## config.mk

```make
export PLATFORM = sky130hd
export DESIGN_NAME = mxu_pe_pipelined
export DESIGN_NICKNAME = d
export VERILOG_FILES = /design/src/rtl/mxu_pkg.sv /design/src/rtl/mxu_mac_sat.sv /design/src/rtl/mxu_pe_pipelined.sv
export SDC_FILE = /design/constraint.sdc
export NUM_CORES = 1
export LEC_CHECK = 0
export ABC_CLOCK_PERIOD_IN_PS = 12760
export BUFFER_PORTS_ARGS = -buffer_cell sky130_fd_sc_hd__buf_2
export CAP_MARGIN = 5
export CORE_MARGIN = 2
export CORE_UTILIZATION = 30
export CTS_BUF_LIST = sky130_fd_sc_hd__clkbuf_2
export CTS_CLUSTER_SIZE = 16
export DETAILED_ROUTE_END_ITERATION = 10
export SYNTH_ARGS = -nofsm -noshare
export SYNTH_HDL_FRONTEND = slang
export SYNTH_HIERARCHICAL = 1
export SYNTH_SLANG_ARGS = --single-unit
export TNS_END_PERCENT = 10
```

## constraint.sdc

```tcl
create_clock -name clk -period 12.76 [get_ports clk]
set_input_delay 0.638 -clock clk [delete_from_list [all_inputs] [get_ports clk]]
set_output_delay 0.638 -clock clk [all_outputs]
set_load 0.03 [all_outputs]
```

## src/rtl/mxu_pkg.sv

```systemverilog
// Shared widths and helpers for the MXU processing elements.
//   MXU_DATA_W / MXU_ACC_W / MXU_IDX_W : default activation, accumulator, index widths
//   sat_add : clamps a sign-extended sum to a signed acc_w-bit range and flags overflow
package mxu_pkg;

  localparam int unsigned MXU_DATA_W = 8;
  localparam int unsigned MXU_ACC_W  = 24;
  localparam int unsigned MXU_IDX_W  = 8;

  // Widest accumulator sat_add can handle; sums are sign-extended to this width.
  localparam int unsigned MXU_MAX_W  = 64;

  typedef struct packed {
    logic [MXU_MAX_W-1:0] value;
    logic                 ovf;
  } sat_res_t;

  // Clamp sum into [-2^(acc_w-1), 2^(acc_w-1)-1]; ovf is set whenever clamping happened.
  function automatic sat_res_t sat_add(input logic signed [MXU_MAX_W-1:0] sum,
                                       input int unsigned acc_w);
    logic signed [MXU_MAX_W-1:0] max_v;
    logic signed [MXU_MAX_W-1:0] min_v;
    sat_res_t                    res;
    max_v = $signed((64'd1 << (acc_w - 1)) - 64'd1);
    min_v = ~max_v;
    res.value = sum;
    res.ovf   = 1'b0;
    if (sum > max_v) begin
      res.value = max_v;
      res.ovf   = 1'b1;
    end else if (sum < min_v) begin
      res.value = min_v;
      res.ovf   = 1'b1;
    end
    return res;
  endfunction

endpackage

```

## src/rtl/mxu_mac_sat.sv

```systemverilog
// Combinational multiply-accumulate: result = psum + weight*act (all signed).
//   weight, act : DATA_W two's complement operands
//   psum        : ACC_W incoming partial sum
//   result      : wrapped (SATURATE=0) or clamped (SATURATE=1) ACC_W sum
//   ovf         : true sum did not fit the signed ACC_W range
module mxu_mac_sat
  import mxu_pkg::*;
#(
  parameter int unsigned DATA_W   = MXU_DATA_W,
  parameter int unsigned ACC_W    = MXU_ACC_W,
  parameter int unsigned SATURATE = 0
) (
  input  logic [DATA_W-1:0] weight,
  input  logic [DATA_W-1:0] act,
  input  logic [ACC_W-1:0]  psum,
  output logic [ACC_W-1:0]  result,
  output logic              ovf
);

  logic signed [2*DATA_W-1:0] product;
  logic signed [ACC_W:0]      product_ext;
  logic signed [ACC_W:0]      psum_ext;
  logic signed [ACC_W:0]      sum;
  sat_res_t                   sat;
  logic                       unused_sat_hi;

  always_comb begin
    product     = $signed(weight) * $signed(act);
    product_ext = {{(ACC_W + 1 - 2*DATA_W){product[2*DATA_W-1]}}, product};
    psum_ext    = {psum[ACC_W-1], psum};
    // One guard bit is enough: ACC_W >= 2*DATA_W keeps |product| below 2^(ACC_W-1).
    sum         = psum_ext + product_ext;
    sat         = sat_add({{(MXU_MAX_W - ACC_W - 1){sum[ACC_W]}}, sum}, ACC_W);
    ovf         = sat.ovf;
    if (SATURATE != 0) begin
      result = sat.value[ACC_W-1:0];
    end else begin
      result = sum[ACC_W-1:0];
    end
  end

  assign unused_sat_hi = ^sat.value[MXU_MAX_W-1:ACC_W];

endmodule

```

## src/rtl/mxu_pe_pipelined.sv

```systemverilog
// Registered weight-stationary PE with double-buffered weight.
//   load_*_in  -> load_*_out  : column load chain, 1-cycle registered passthrough
//   swap_in    -> swap_out    : column swap chain; swap copies shadow weight into active
//   act_*_in   -> act_*_out   : row activation chain
//   psum_in    -> result_out  : psum + active_weight*act, valid-qualified, with ovf_out
//   shadow_full_out           : shadow weight written since the last swap
module mxu_pe_pipelined
  import mxu_pkg::*;
#(
  parameter int unsigned DATA_W   = MXU_DATA_W,
  parameter int unsigned ACC_W    = MXU_ACC_W,
  parameter int unsigned IDX_W    = MXU_IDX_W,
  parameter int unsigned Y_INDEX  = 0,
  parameter int unsigned SATURATE = 0
) (
  input  logic              clk,
  input  logic              rst,
  input  logic              load_valid_in,
  input  logic [IDX_W-1:0]  load_target_y_in,
  input  logic [DATA_W-1:0] load_weight_in,
  input  logic              swap_in,
  input  logic              act_valid_in,
  input  logic [DATA_W-1:0] act_in,
  input  logic [ACC_W-1:0]  psum_in,
  output logic              load_valid_out,
  output logic [IDX_W-1:0]  load_target_y_out,
  output logic [DATA_W-1:0] load_weight_out,
  output logic              swap_out,
  output logic              act_valid_out,
  output logic [DATA_W-1:0] act_out,
  output logic              result_valid_out,
  output logic [ACC_W-1:0]  result_out,
  output logic              ovf_out,
  output logic              shadow_full_out
);

  logic [DATA_W-1:0] shadow_w_q;
  logic [DATA_W-1:0] active_w_q;
  logic              load_hit;
  logic [ACC_W-1:0]  mac_result;
  logic              mac_ovf;

  assign load_hit = load_valid_in && (32'(load_target_y_in) == Y_INDEX);

  // MAC sees active_w_q before any same-cycle swap lands.
  mxu_mac_sat #(
    .DATA_W   (DATA_W),
    .ACC_W    (ACC_W),
    .SATURATE (SATURATE)
  ) u_mac (
    .weight (active_w_q),
    .act    (act_in),
    .psum   (psum_in),
    .result (mac_result),
    .ovf    (mac_ovf)
  );

  always_ff @(posedge clk or posedge rst) begin
    if (rst) begin
      shadow_w_q        <= '0;
      active_w_q        <= '0;
      shadow_full_out   <= 1'b0;
      load_valid_out    <= 1'b0;
      load_target_y_out <= '0;
      load_weight_out   <= '0;
      swap_out          <= 1'b0;
      act_valid_out     <= 1'b0;
      act_out           <= '0;
      result_valid_out  <= 1'b0;
      result_out        <= '0;
      ovf_out           <= 1'b0;
    end else begin
      load_valid_out    <= load_valid_in;
      load_target_y_out <= load_target_y_in;
      load_weight_out   <= load_weight_in;
      swap_out          <= swap_in;
      act_valid_out     <= act_valid_in;
      result_valid_out  <= act_valid_in;

      // Non-blocking reads give the swap the pre-load shadow value.
      if (swap_in) begin
        active_w_q <= shadow_w_q;
      end
      if (load_hit) begin
        shadow_w_q <= load_weight_in;
      end
      if (load_hit) begin
        shadow_full_out <= 1'b1;
      end else if (swap_in) begin
        shadow_full_out <= 1'b0;
      end

      if (act_valid_in) begin
        act_out    <= act_in;
        result_out <= mac_result;
        ovf_out    <= mac_ovf;
      end
    end
  end

endmodule

```

==> impl_metrics.yaml <==
timing:
  worst_slack_ns: 6.27
  tns_ns: 0
  final_worst_path_period_share_pct: 50.9
  fmaxAchievable_ghz: 0.154
  fin_hold_ws_ns: 0.180
  report.final.setup_viol: 0
  crit_path_time_final_ns: 6.49
  finClkSkew_ns: 0.0497
  drv_slew: 0
  timing_worst_slew_pin_value_ns: 1.18
  maxSlewHeadroom_pct: 21.5
  finalHoldViolCount: 0
  rsz0062_at_grt: "no"
drt:
  routed_wirelength_mm: 14.5
  drt-initial-drc-count: 172
  routedWlPerCell_um: 15.2
  ant_nets: 0
  vias_per_cell: 4.44
  count_of_vias_placed_by_the_detailed_router: 4255
  drt-pass1-iter-count: 4
  detail_route.drc_violations: 0
cells_and_area:
  regArea_mm2: 0.00173
  finish.utilization_pct: 35.1
  finalInstanceArea_mm2: 0.00768
  final_layout_size_suffix_gt1_share_pct: 27.6
  flow.area_growth_from_synthesis_pct: 14.7
  nNetsFinal: 890
  layout.cells.non_filler: 959
  nFillCells: 2217
  multi_input_comb_area_mm2: 0.00453
min_path:
  min-delay-path-class: "input pin to register"
  timing.hold.worst.start: "load_valid_in"
yosys:
  synth-seq-cells: 69
  synth-edff-count: 0
  synth.yosys.seq_area_share_pct: 25.8
  number_of_distinct_library_cells_after_synthesis: 44
  syn-cell-area_mm2: 0.00670
  synth.top_cells.by_count: "108 x sky130_fd_sc_hd__fa_1, 103 x sky130_fd_sc_hd__inv_1, 69 x sky130_fd_sc_hd__dfrtp_1, 56 x sky130_fd_sc_hd__ha_1, 49 x sky130_fd_sc_hd__mux2_2"
  synth_compound_area_share_pct: 5.34
  post-synth-top-area-cell: "sky130_fd_sc_hd__fa_1"
  synthTopCellsByArea: "sky130_fd_sc_hd__fa_1 32%, sky130_fd_sc_hd__dfrtp_1 26%, sky130_fd_sc_hd__ha_1 10%"
  syn_nets: 780
  synth_flop_cell: "sky130_fd_sc_hd__dfrtp_1"
  async_reset_ff_share_pct: 100
  cell_count_after_synthesis: 563
  synthDominantCellAreaShare_pct: 32.3
  postSynthAreaPerCell_um2: 11.9
  synth_top_family_by_area: "adder cells"
  synth.mux.area_fraction_pct: 8.24
  synth_simple_gate_area_share_pct: 7.96
  post_synthesis_share_of_cell_area_spent_on_full_adders_half_adders_and_majority_gates_pct: 42.8
  synthesized_area_fraction_occupied_by_xor_and_xnor_cells_pct: 3.35
  ys.warnings.count: 6
  synthMostInstantiatedCell: "sky130_fd_sc_hd__fa_1"
worst_setup_path:
  setup.worst_path.start: "active_w_q[7]"
  r2r_setup_slack_ns: 6.27
  critical_path.max_fanout: 17
  r2r_start: "active_w_q[7]"
  critPathKind: "register to register"
  end_kind: "register"
  start_kind: "register"
  worst-endpoint-arrival_ns: 7.02
  required_ns: 13.29
pwr:
  power_per_cell_area_mw_per_mm2: 157
  reported_leakage_power_nw: 4.00
  maximum_ir_drop_on_the_vdd_rail_mv: 0.122
  totalPowerFinal_mw: 1.21
clock_network:
  post_cts_setup_driven_buffer_insertion_count: 0
  clock-root-buffer: "sky130_fd_sc_hd__clkbuf_2"
  htree_num_levels: 3
  cts.path.max_buffers: 2
  tritoncts: "built"
  path_clk_slew_ns: 0.27
  worst_skew_pair.late_latency_ns: 0.59
  count_of_cells_resized_by_post_cts_repair: 0
  holdBufCountCts: 0
  tritoncts_num_sinks: 69
  cts_inserted_buffers: 9
global_routing:
  grt_antenna_before_repair: 1
  total_routing_usage_gr_pct: 13.3
  grt_max_degree: 70
  global_route_wire_length_before_repair_mm: 24.4
  grt_remaining_overflow: 0
  first_global_vias: 4538
floorplan:
  coreArea_mm2: 0.0219
  design.portCount: 107
  core.rowCount: 54
  die_w_um: 153
  initial_core_util_pct: 30.6
  dieHeight_um: 153
  dieArea_mm2: 0.0235
place:
  dpl.hpwl_mm: 11.7
  place.gp.congestion: 0.819
  post_dp_cell_area_mm2: 0.00754
  placement.setup.worst_slack_ns: 5.95
  placed_cells: 942
  port-buffer-count: 106
status:
  status: "finished clean"
flow_run:
  drv.max_cap_violation_count: 0
==> routing by layer <==
layer / wire length (um) / GRT usage, %
met5: 0 / 0
met4: 165 / 3.23
met3: 730 / 2.81
met2: 7410 / 22.8
met1: 6230 / 17.2
==> state kept, by name (all words and copies together), names as in the netlist, 8 cells and up <==
name	count
act_out	8
active_w_q	8
load_target_y_out	8
load_weight_out	8
result_out	24
shadow_w_q	8
==> worst paths after layout <==
kind,to,cells past startpoint
worst min-delay path,load_valid_out,1
max in group asynchronous,load_target_y_out[2],3
worst min register to register,result_out[3],1
worst max-delay path,ovf_out,17
worst max register to register,ovf_out,17
min in group asynchronous,result_out[19],3
==> logic make-up (layout without fill, tap and decap cells) <==
group / count (synthesis) / in the layout
buffers and inverters: 112 / 227
XOR/XNOR: 24 / 24
other: 0 / 1
multiplexers: 49 / 49
AO/OA/AOI/OAI: 51 / 51
adder cells (fa/ha/maj): 164 / 164
AND/OR/NAND/NOR: 94 / 94
flip-flops: 69 / 69
==> final cells by class <==
class | instances | share of cell area, %
Multi-Input combinational cell | 382 | 59.0
Clock inverter | 7 | 1.29
Sequential cell | 69 | 22.5
Inverter | 104 | 5.10
Clock buffer | 9 | 0.586
Antenna cell | 1 | 0.0326
Timing Repair Buffer | 107 | 7.00
Tap cell | 280 | 4.56
==> where the power goes <==
group | leakage (nW) | switching (mW) | total [mW] | internal (mW)
registers | 0.841 | 0.0250 | 0.290 | 0.265
clock network | 0.0825 | 0.0964 | 0.162 | 0.0658
logic | 3.08 | 0.437 | 0.756 | 0.319
==> critical path: stages (launching register included) <==
cell and delay (ns):
sky130_fd_sc_hd__dfrtp_1 0.55, sky130_fd_sc_hd__and2_1 0.86, sky130_fd_sc_hd__inv_1 0.15, sky130_fd_sc_hd__fa_1 0.54, sky130_fd_sc_hd__inv_1 0.05, sky130_fd_sc_hd__fa_1 0.51
sky130_fd_sc_hd__fa_1 0.44, sky130_fd_sc_hd__fa_1 0.58, sky130_fd_sc_hd__fa_1 0.43, sky130_fd_sc_hd__ha_1 0.38, sky130_fd_sc_hd__nand3_1 0.12, sky130_fd_sc_hd__a31oi_1 0.28
sky130_fd_sc_hd__nor3b_2 0.28, sky130_fd_sc_hd__o221ai_1 0.27, sky130_fd_sc_hd__o21ai_2 0.26, sky130_fd_sc_hd__xnor3_1 0.35, sky130_fd_sc_hd__xnor2_1 0.13, sky130_fd_sc_hd__mux2_2 0.26
==> placed cells by master, fill, tap and decap left out, types with 2 or more instances in the layout <==
| cell | count |
|---|---|
| sky130_fd_sc_hd__a21o_1 | 9 |
| sky130_fd_sc_hd__a21oi_1 | 14 |
| sky130_fd_sc_hd__a31oi_1 | 2 |
| sky130_fd_sc_hd__and2_1 | 35 |
| sky130_fd_sc_hd__buf_2 | 106 |
| sky130_fd_sc_hd__bufinv_16 | 2 |
| sky130_fd_sc_hd__clkbuf_2 | 9 |
| sky130_fd_sc_hd__clkinv_2 | 2 |
| sky130_fd_sc_hd__clkinv_4 | 2 |
| sky130_fd_sc_hd__dfrtp_1 | 69 |
| sky130_fd_sc_hd__fa_1 | 108 |
| sky130_fd_sc_hd__ha_1 | 56 |
| sky130_fd_sc_hd__inv_1 | 102 |
| sky130_fd_sc_hd__mux2_2 | 49 |
| sky130_fd_sc_hd__nand2_1 | 25 |
| sky130_fd_sc_hd__nand2b_1 | 3 |
| sky130_fd_sc_hd__nand3_1 | 5 |
| sky130_fd_sc_hd__nand4_1 | 4 |
| sky130_fd_sc_hd__nor2_1 | 13 |
| sky130_fd_sc_hd__o21a_1 | 2 |
| sky130_fd_sc_hd__o21ai_0 | 8 |
| sky130_fd_sc_hd__o21ai_2 | 3 |
| sky130_fd_sc_hd__o21bai_1 | 3 |
| sky130_fd_sc_hd__or2_2 | 2 |
| sky130_fd_sc_hd__xnor2_1 | 15 |
| sky130_fd_sc_hd__xor2_1 | 8 |
Power figures use the tool's default switching activity.
